--- src/rtl/mproc_param_pkg.sv ---
// mproc_param_pkg: shared FSM encoding, instruction class/op codes and field layout for mproc_param.
package mproc_param_pkg;

   localparam logic [2:0] S_FETCH = 3'd0;
   localparam logic [2:0] S_EXEC  = 3'd1;
   localparam logic [2:0] S_LDIMM = 3'd2;
   localparam logic [2:0] S_STORE = 3'd3;
   localparam logic [2:0] S_HALT  = 3'd4;

   localparam logic [4:0] CLS_ALU  = 5'b00000;
   localparam logic [4:0] CLS_HALT = 5'b00001;
   localparam logic [1:0] PFX_JC   = 2'b01;
   localparam logic [1:0] PFX_LDI  = 2'b10;
   localparam logic [1:0] PFX_ST   = 2'b11;

   localparam logic [1:0] OP_ADD = 2'b00;
   localparam logic [1:0] OP_SUB = 2'b01;
   localparam logic [1:0] OP_AND = 2'b10;
   localparam logic [1:0] OP_XOR = 2'b11;

   typedef struct packed {
      logic [4:0] cls;
      logic [1:0] op;
      logic [2:0] d;
      logic [2:0] b;
      logic [2:0] a;
   } instr_t;

endpackage

--- src/rtl/mproc_param_regfile.sv ---
// regfile_param: 8 x DW register file, two asynchronous read ports, one synchronous write port.
module regfile_param #(
   parameter int DW = 16
) (
   input  logic          clk,
   input  logic          reset,
   input  logic          we,
   input  logic [2:0]    wa,
   input  logic [DW-1:0] wd,
   input  logic [2:0]    ra_a,
   input  logic [2:0]    ra_b,
   output logic [DW-1:0] rd_a,
   output logic [DW-1:0] rd_b
);

   logic [DW-1:0] regs [8];

   always_ff @(posedge clk) begin
      if (reset) begin
         for (int i = 0; i < 8; i++) regs[i] <= '0;
      end else if (we) begin
         regs[wa] <= wd;
      end
   end

   assign rd_a = regs[ra_a];
   assign rd_b = regs[ra_b];

endmodule

--- src/rtl/mproc_param.sv ---
// mproc_param: multi-cycle 8-register processor with held-until-accepted memory handshake.
module mproc_param
   import mproc_param_pkg::*;
#(
   parameter int DW = 16,
   parameter int AW = 7
) (
   input  logic          clk,
   input  logic          reset,
   input  logic [DW-1:0] d_in,
   input  logic          mem_rdy,
   output logic [AW-1:0] addr,
   output logic [DW-1:0] d_out,
   output logic          rd_req,
   output logic          wr_req,
   output logic          halted
);

   logic [2:0]    state;
   logic [2:0]    exec_next;
   logic [AW-1:0] pc;
   logic [15:0]   ir;
   instr_t        f;
   logic          c;
   logic [DW-1:0] ra;
   logic [DW-1:0] rb;
   logic [DW-1:0] alu_y;
   logic [DW-1:0] wd;
   logic [DW:0]   sum;
   logic          sub;
   logic          is_alu;
   logic          we;

   assign f      = instr_t'(ir);
   assign is_alu = f.cls == CLS_ALU;
   assign sub    = f.op == OP_SUB;

   // SUB is r[a] + ~r[b] + 1, so its carry-out is the "no borrow" flag
   assign sum   = {1'b0, ra} + {1'b0, sub ? ~rb : rb} + (DW+1)'(sub);
   assign alu_y = f.op == OP_AND ? ra & rb : f.op == OP_XOR ? ra ^ rb : sum[DW-1:0];

   assign rd_req = state == S_FETCH || state == S_LDIMM;
   assign wr_req = state == S_STORE;
   assign halted = state == S_HALT;
   assign addr   = wr_req ? rb[AW-1:0] : pc;
   assign d_out  = ra;

   assign we = (state == S_EXEC && is_alu) || (state == S_LDIMM && mem_rdy);
   assign wd = state == S_LDIMM ? d_in : alu_y;

   assign exec_next = is_alu                ? S_FETCH :
                      f.cls == CLS_HALT     ? S_HALT  :
                      ir[15:14] == PFX_LDI  ? S_LDIMM :
                      ir[15:14] == PFX_ST   ? S_STORE : S_FETCH;

   regfile_param #(.DW(DW)) u_rf (
      .clk  (clk),
      .reset(reset),
      .we   (we),
      .wa   (f.d),
      .wd   (wd),
      .ra_a (f.a),
      .ra_b (f.b),
      .rd_a (ra),
      .rd_b (rb)
   );

   always_ff @(posedge clk) begin
      if (reset) begin
         state <= S_FETCH;
         pc    <= '0;
         ir    <= '0;
         c     <= 1'b0;
      end else begin
         case (state)
            S_FETCH: if (mem_rdy) begin
               ir    <= d_in[15:0];
               pc    <= pc + AW'(1);
               state <= S_EXEC;
            end
            S_EXEC: begin
               state <= exec_next;
               if (is_alu && (f.op == OP_ADD || sub)) c <= sum[DW];
               if (ir[15:14] == PFX_JC && c) pc <= AW'(ir[7:0]);
            end
            S_LDIMM: if (mem_rdy) begin
               pc    <= pc + AW'(1);
               state <= S_FETCH;
            end
            S_STORE: if (mem_rdy) state <= S_FETCH;
            default: ;
         endcase
      end
   end

endmodule
--- config.mk ---
export PLATFORM = sky130hd
export DESIGN_NAME = mproc_param
export DESIGN_NICKNAME = d
export VERILOG_FILES = /design/src/rtl/mproc_param_pkg.sv /design/src/rtl/mproc_param_regfile.sv /design/src/rtl/mproc_param.sv
export SDC_FILE = /design/constraint.sdc
export NUM_CORES = 1
export LEC_CHECK = 0
export BUFFER_PORTS_ARGS = -buffer_cell sky130_fd_sc_hd__clkbuf_2
export CELL_PAD_IN_SITES_DETAIL_PLACEMENT = 0
export CELL_PAD_IN_SITES_GLOBAL_PLACEMENT = 1
export CORE_AREA = 5 5 167 169
export CTS_BUF_LIST = sky130_fd_sc_hd__clkbuf_16
export CTS_CLUSTER_DIAMETER = 60
export DETAILED_ROUTE_END_ITERATION = 7
export DIE_AREA = 0 0 172 174
export HOLD_SLACK_MARGIN = 0.1
export PLACE_DENSITY = 0.63
export SLEW_MARGIN = 20
export SYNTH_ARGS = -nofsm -noshare
export SYNTH_HDL_FRONTEND = slang
export SYNTH_SLANG_ARGS = --single-unit
--- constraint.sdc ---
create_clock -name clk -period 6.01 [get_ports clk]
set_input_delay 0.601 -clock clk [delete_from_list [all_inputs] [get_ports clk]]
set_output_delay 0.601 -clock clk [all_outputs]
set_load 0.01 [all_outputs]
==> impl_metrics.xml <==
<?xml version="1.0" encoding="UTF-8"?>
<metrics>
  <group name="route">
    <metric name="drc" unit="">0</metric>
    <metric name="postRouteWirelength" unit="µm">29260</metric>
    <metric name="vias_per_cell" unit="">5.731</metric>
    <metric name="drt-pass1-iter-count" unit="">5</metric>
    <metric name="drtAntennaViolNets" unit="">0</metric>
    <metric name="detail_route.iter0.violations" unit="">659</metric>
    <metric name="wire_per_inst" unit="µm">24.04</metric>
    <metric name="vias_post_dr" unit="">6975</metric>
  </group>
  <group name="clock_tree">
    <metric name="cts_root_buffer" unit="">sky130_fd_sc_hd__clkbuf_16</metric>
    <metric name="post_cts_hold_buffer_count" unit="">0</metric>
    <metric name="ctsLongestPathBuffers" unit="">2</metric>
    <metric name="cts-resized-gates" unit="">0</metric>
    <metric name="cts_tree" unit="">yes</metric>
    <metric name="clk-insertion-delay-late" unit="ns">0.43</metric>
    <metric name="clkSinkCount" unit="">161</metric>
    <metric name="clkSlewWorstSetupHoldPaths" unit="ns">0.07</metric>
    <metric name="cts_htree_levels" unit="">4</metric>
    <metric name="cts_setup_buffers" unit="">0</metric>
    <metric name="cts_inserted_buffers" unit="">17</metric>
  </group>
  <group name="flow_run">
    <metric name="timing.max_cap.violations" unit="">0</metric>
  </group>
  <group name="synth">
    <metric name="synthesized_cell_area" unit="µm²">9739</metric>
    <metric name="synth_most_common_cell" unit="">sky130_fd_sc_hd__edfxtp_1</metric>
    <metric name="yosysTopAreaCellShare" unit="%">39.47</metric>
    <metric name="ys.warnings.count" unit="">0</metric>
    <metric name="ys_async_sr_fraction" unit="%">0</metric>
    <metric name="synth_common_cells" unit="">128 x sky130_fd_sc_hd__edfxtp_1, 113 x sky130_fd_sc_hd__nor2_1, 71 x sky130_fd_sc_hd__nand2_1</metric>
    <metric name="number_of_flops_mapped_to_enable_cells_by_yosys" unit="">128</metric>
    <metric name="ys_top_cells_by_area" unit="">sky130_fd_sc_hd__edfxtp_1 39%, sky130_fd_sc_hd__mux4_2 14%, sky130_fd_sc_hd__dfxtp_1 6.8%, sky130_fd_sc_hd__nor2_1 4.4%, sky130_fd_sc_hd__ha_1 3.9%</metric>
    <metric name="syn-mean-instance-area" unit="µm²">11.69</metric>
    <metric name="postSynthNetCount" unit="">883</metric>
    <metric name="ys.flop_type" unit="">sky130_fd_sc_hd__edfxtp_1</metric>
    <metric name="postSynthRegisterBits" unit="">161</metric>
    <metric name="synth-seq-area-share" unit="%">46.25</metric>
    <metric name="synth_cell_types" unit="">68</metric>
    <metric name="synthesis.instances" unit="">833</metric>
    <metric name="synthDominantAreaCellType" unit="">sky130_fd_sc_hd__edfxtp_1</metric>
  </group>
  <group name="placed_design">
    <metric name="postPlaceCellArea" unit="µm²">10330</metric>
    <metric name="place.detailed.instances" unit="">1185</metric>
    <metric name="dp_hpwl" unit="µm">19800</metric>
    <metric name="pre_cts_slack" unit="ns">0.9442</metric>
    <metric name="gpl.final_weighted_congestion" unit="">0.7782</metric>
    <metric name="port_buffers" unit="">44</metric>
  </group>
  <group name="power_and_ir_drop">
    <metric name="clkPwrFrac" unit="%">33.1</metric>
    <metric name="p_comb_share" unit="%">28.6</metric>
    <metric name="internal_power" unit="mW">2.194</metric>
    <metric name="p_sw_share" unit="%">34.72</metric>
    <metric name="seq_power_share" unit="%">38.3</metric>
    <metric name="power" unit="mW">3.360</metric>
    <metric name="net-switching-power" unit="mW">1.167</metric>
    <metric name="leakagePower" unit="nW">4.006</metric>
    <metric name="power.density" unit="nW/µm²">307.5</metric>
    <metric name="irDropWorstVdd" unit="V">0.0001840</metric>
  </group>
  <group name="finish">
    <metric name="finalCoreUtilization" unit="%">41.35</metric>
    <metric name="drive_above_1_share" unit="%">24.20</metric>
    <metric name="final_net_count" unit="">913</metric>
    <metric name="layoutNonFillerInstCount" unit="">1217</metric>
    <metric name="antenna_cells" unit="">0</metric>
    <metric name="area.growth.synth_to_final" unit="%">12.20</metric>
    <metric name="post-route-cell-area" unit="µm²">10930</metric>
  </group>
  <group name="floorplan">
    <metric name="floorplan.rows" unit="">60</metric>
    <metric name="core_area" unit="µm²">26430</metric>
    <metric name="die_h" unit="µm">174</metric>
    <metric name="pin_count" unit="">45</metric>
    <metric name="die_width" unit="µm">172</metric>
    <metric name="starting_density_of_the_core" unit="%">36.86</metric>
    <metric name="floorplan.die_area" unit="µm²">29930</metric>
  </group>
  <group name="sta">
    <metric name="worstMarginPinSlew" unit="ns">1.091</metric>
    <metric name="final-setup-viol-count" unit="">0</metric>
    <metric name="timing.final.crit_share" unit="%">84.10</metric>
    <metric name="worst_slack" unit="ns">0.9557</metric>
    <metric name="setup-tns-final" unit="ns">0</metric>
    <metric name="worst_slew_margin_rel" unit="%">27.08</metric>
    <metric name="grt_setup_unrepaired" unit="">false</metric>
    <metric name="final-hold-violation-count" unit="">0</metric>
    <metric name="skew" unit="ns">0.01579</metric>
    <metric name="max_clock_freq" unit="GHz">0.1979</metric>
    <metric name="period_minus_slack" unit="ns">5.054</metric>
    <metric name="hold-worst-slack" unit="ns">0.4116</metric>
    <metric name="timing.final.max_slew_violations" unit="">0</metric>
  </group>
  <group name="global_route">
    <metric name="antenna_found_initial" unit="">0</metric>
    <metric name="grt_total_usage" unit="%">19.86</metric>
    <metric name="grt_ovf" unit="">0</metric>
    <metric name="pin_count_of_the_biggest_net_entering_global_routing" unit="">37</metric>
    <metric name="grt_pass1_wl" unit="µm">44390</metric>
    <metric name="grt_pass1_vias" unit="">7036</metric>
  </group>
  <group name="critical_path">
    <metric name="slowest_delay" unit="ns">0.69</metric>
    <metric name="setup.reg_to_reg.worst_slack" unit="ns">0.96</metric>
    <metric name="critPathRequiredTime" unit="ns">6.15</metric>
    <metric name="series_of_cell_instances_along_the_critical_path" unit="">mux4_2 &gt; mux2i_1 &gt; a21oi_1 &gt; fa_1 &gt; a21o_1 &gt; a21oi_1 &gt; a2111oi_0 &gt; a311oi_2 &gt; a21oi_1 &gt; nor3_2 &gt; mux2_2 &gt; nor3_2 &gt; nor3_1</metric>
    <metric name="worst_setup_path_start_kind" unit="">register</metric>
    <metric name="critPathKind" unit="">reg2reg</metric>
    <metric name="end_kind" unit="">register</metric>
    <metric name="critical_path.most_common_cell" unit="">sky130_fd_sc_hd__a21oi_1</metric>
    <metric name="crit_slowest_cell" unit="">sky130_fd_sc_hd__dfxtp_1</metric>
    <metric name="worstPathMaxFanout" unit="">11</metric>
    <metric name="cp_data_arrival_time" unit="ns">5.19</metric>
  </group>
  <group name="worst_hold_path">
    <metric name="startpoint_of_the_lowest_slack_hold_path" unit="">d_in[14]</metric>
    <metric name="min_path_type" unit="">in2reg</metric>
  </group>
  <group name="outcome">
    <metric name="outcome" unit="">finished, final reports clean</metric>
  </group>
</metrics>
critical path, delay by kind of cell (launching register included):
kind / cells / cell delay (ns)
muxes: 3 / 1.40
AOI/OAI and AO/OA: 6 / 1.25
and+or+nand+nor: 3 / 0.95
DFF: 1 / 0.69
adders and majority gates: 1 / 0.49
metal layers:
metal  GRT usage [%]  share of wire, %
met1           28.25                45
met5               0                 0
met3           3.366               5.4
met4           4.160               1.5
met2           32.08                48
final cells by class:
class,count,area (µm²)
Clock buffer,17,425.4
Clock inverter,15,172.7
Tap cell,341,426.7
Timing Repair Buffer,65,377.9
Sequential cell,161,4507
Multi-Input combinational cell,604,4966
Inverter,14,52.55
Fill cell,2539,15500
final timing paths:
kind	to	cells past startpoint
worst max-delay path	u_rf.regs[7][14]	13
worst min-delay path	f[14]	3
worst max register to register	u_rf.regs[7][14]	13
worst min register to register	f[13]	2
layout by cell type, fill, tap and decap left out, types with 3 or more instances in the layout:
master,n
sky130_fd_sc_hd__clkbuf_2,44
sky130_fd_sc_hd__mux2i_1,25
sky130_fd_sc_hd__nor4b_2,7
sky130_fd_sc_hd__o31ai_1,3
sky130_fd_sc_hd__and2_1,6
sky130_fd_sc_hd__mux2_2,29
sky130_fd_sc_hd__nand3b_1,3
sky130_fd_sc_hd__inv_1,14
sky130_fd_sc_hd__nand2_1,71
sky130_fd_sc_hd__nor2b_1,8
sky130_fd_sc_hd__clkbuf_16,17
sky130_fd_sc_hd__dfxtp_1,31
sky130_fd_sc_hd__xnor2_1,19
sky130_fd_sc_hd__buf_4,21
sky130_fd_sc_hd__o21ai_0,19
sky130_fd_sc_hd__a211o_1,3
sky130_fd_sc_hd__a31oi_1,7
sky130_fd_sc_hd__nor2_1,113
sky130_fd_sc_hd__nor3_1,29
sky130_fd_sc_hd__nand3_1,16
sky130_fd_sc_hd__and3_1,6
sky130_fd_sc_hd__a21o_1,10
sky130_fd_sc_hd__a22oi_1,5
sky130_fd_sc_hd__edfxtp_1,128
sky130_fd_sc_hd__ha_1,30
sky130_fd_sc_hd__a211oi_1,8
sky130_fd_sc_hd__and3b_1,10
sky130_fd_sc_hd__nand2b_1,8
sky130_fd_sc_hd__a21oi_1,51
sky130_fd_sc_hd__o21ai_1,8
sky130_fd_sc_hd__mux4_2,62
sky130_fd_sc_hd__inv_8,5
sky130_fd_sc_hd__o211ai_1,3
sequential cells by signal, indices dropped and copies added, names as in the netlist, named ones only:
register,count
state,3
c,1
f,16
pc,7
u_rf.regs,128
power by group through the flow:
| stage | Sequential [mW] | Clock (mW) | Combinational [mW] |
|---|---|---|---|
| floorplan | 1.30 | 0 | 0.681 |
| global placement | 1.31 | 0 | 0.955 |
| detailed placement | 1.31 | 0 | 0.954 |
| CTS | 1.29 | 1.12 | 0.958 |
| global route | 1.29 | 1.18 | 1.05 |
| finish | 1.29 | 1.11 | 0.960 |
logic make-up after synthesis:
| kind of cell | Yosys count | share of synthesized area, % |
|---|---|---|
| adders and majority gates | 34 | 4.381 |
| DFF | 161 | 46.25 |
| xor gates and xnor gates | 21 | 1.889 |
| and+or+nand+nor | 289 | 14.36 |
| muxes | 118 | 20.61 |
| buffers and inverters | 68 | 2.813 |
| AOI/OAI and AO/OA | 142 | 9.700 |
Note: power is estimated with default switching activity, not from simulation.
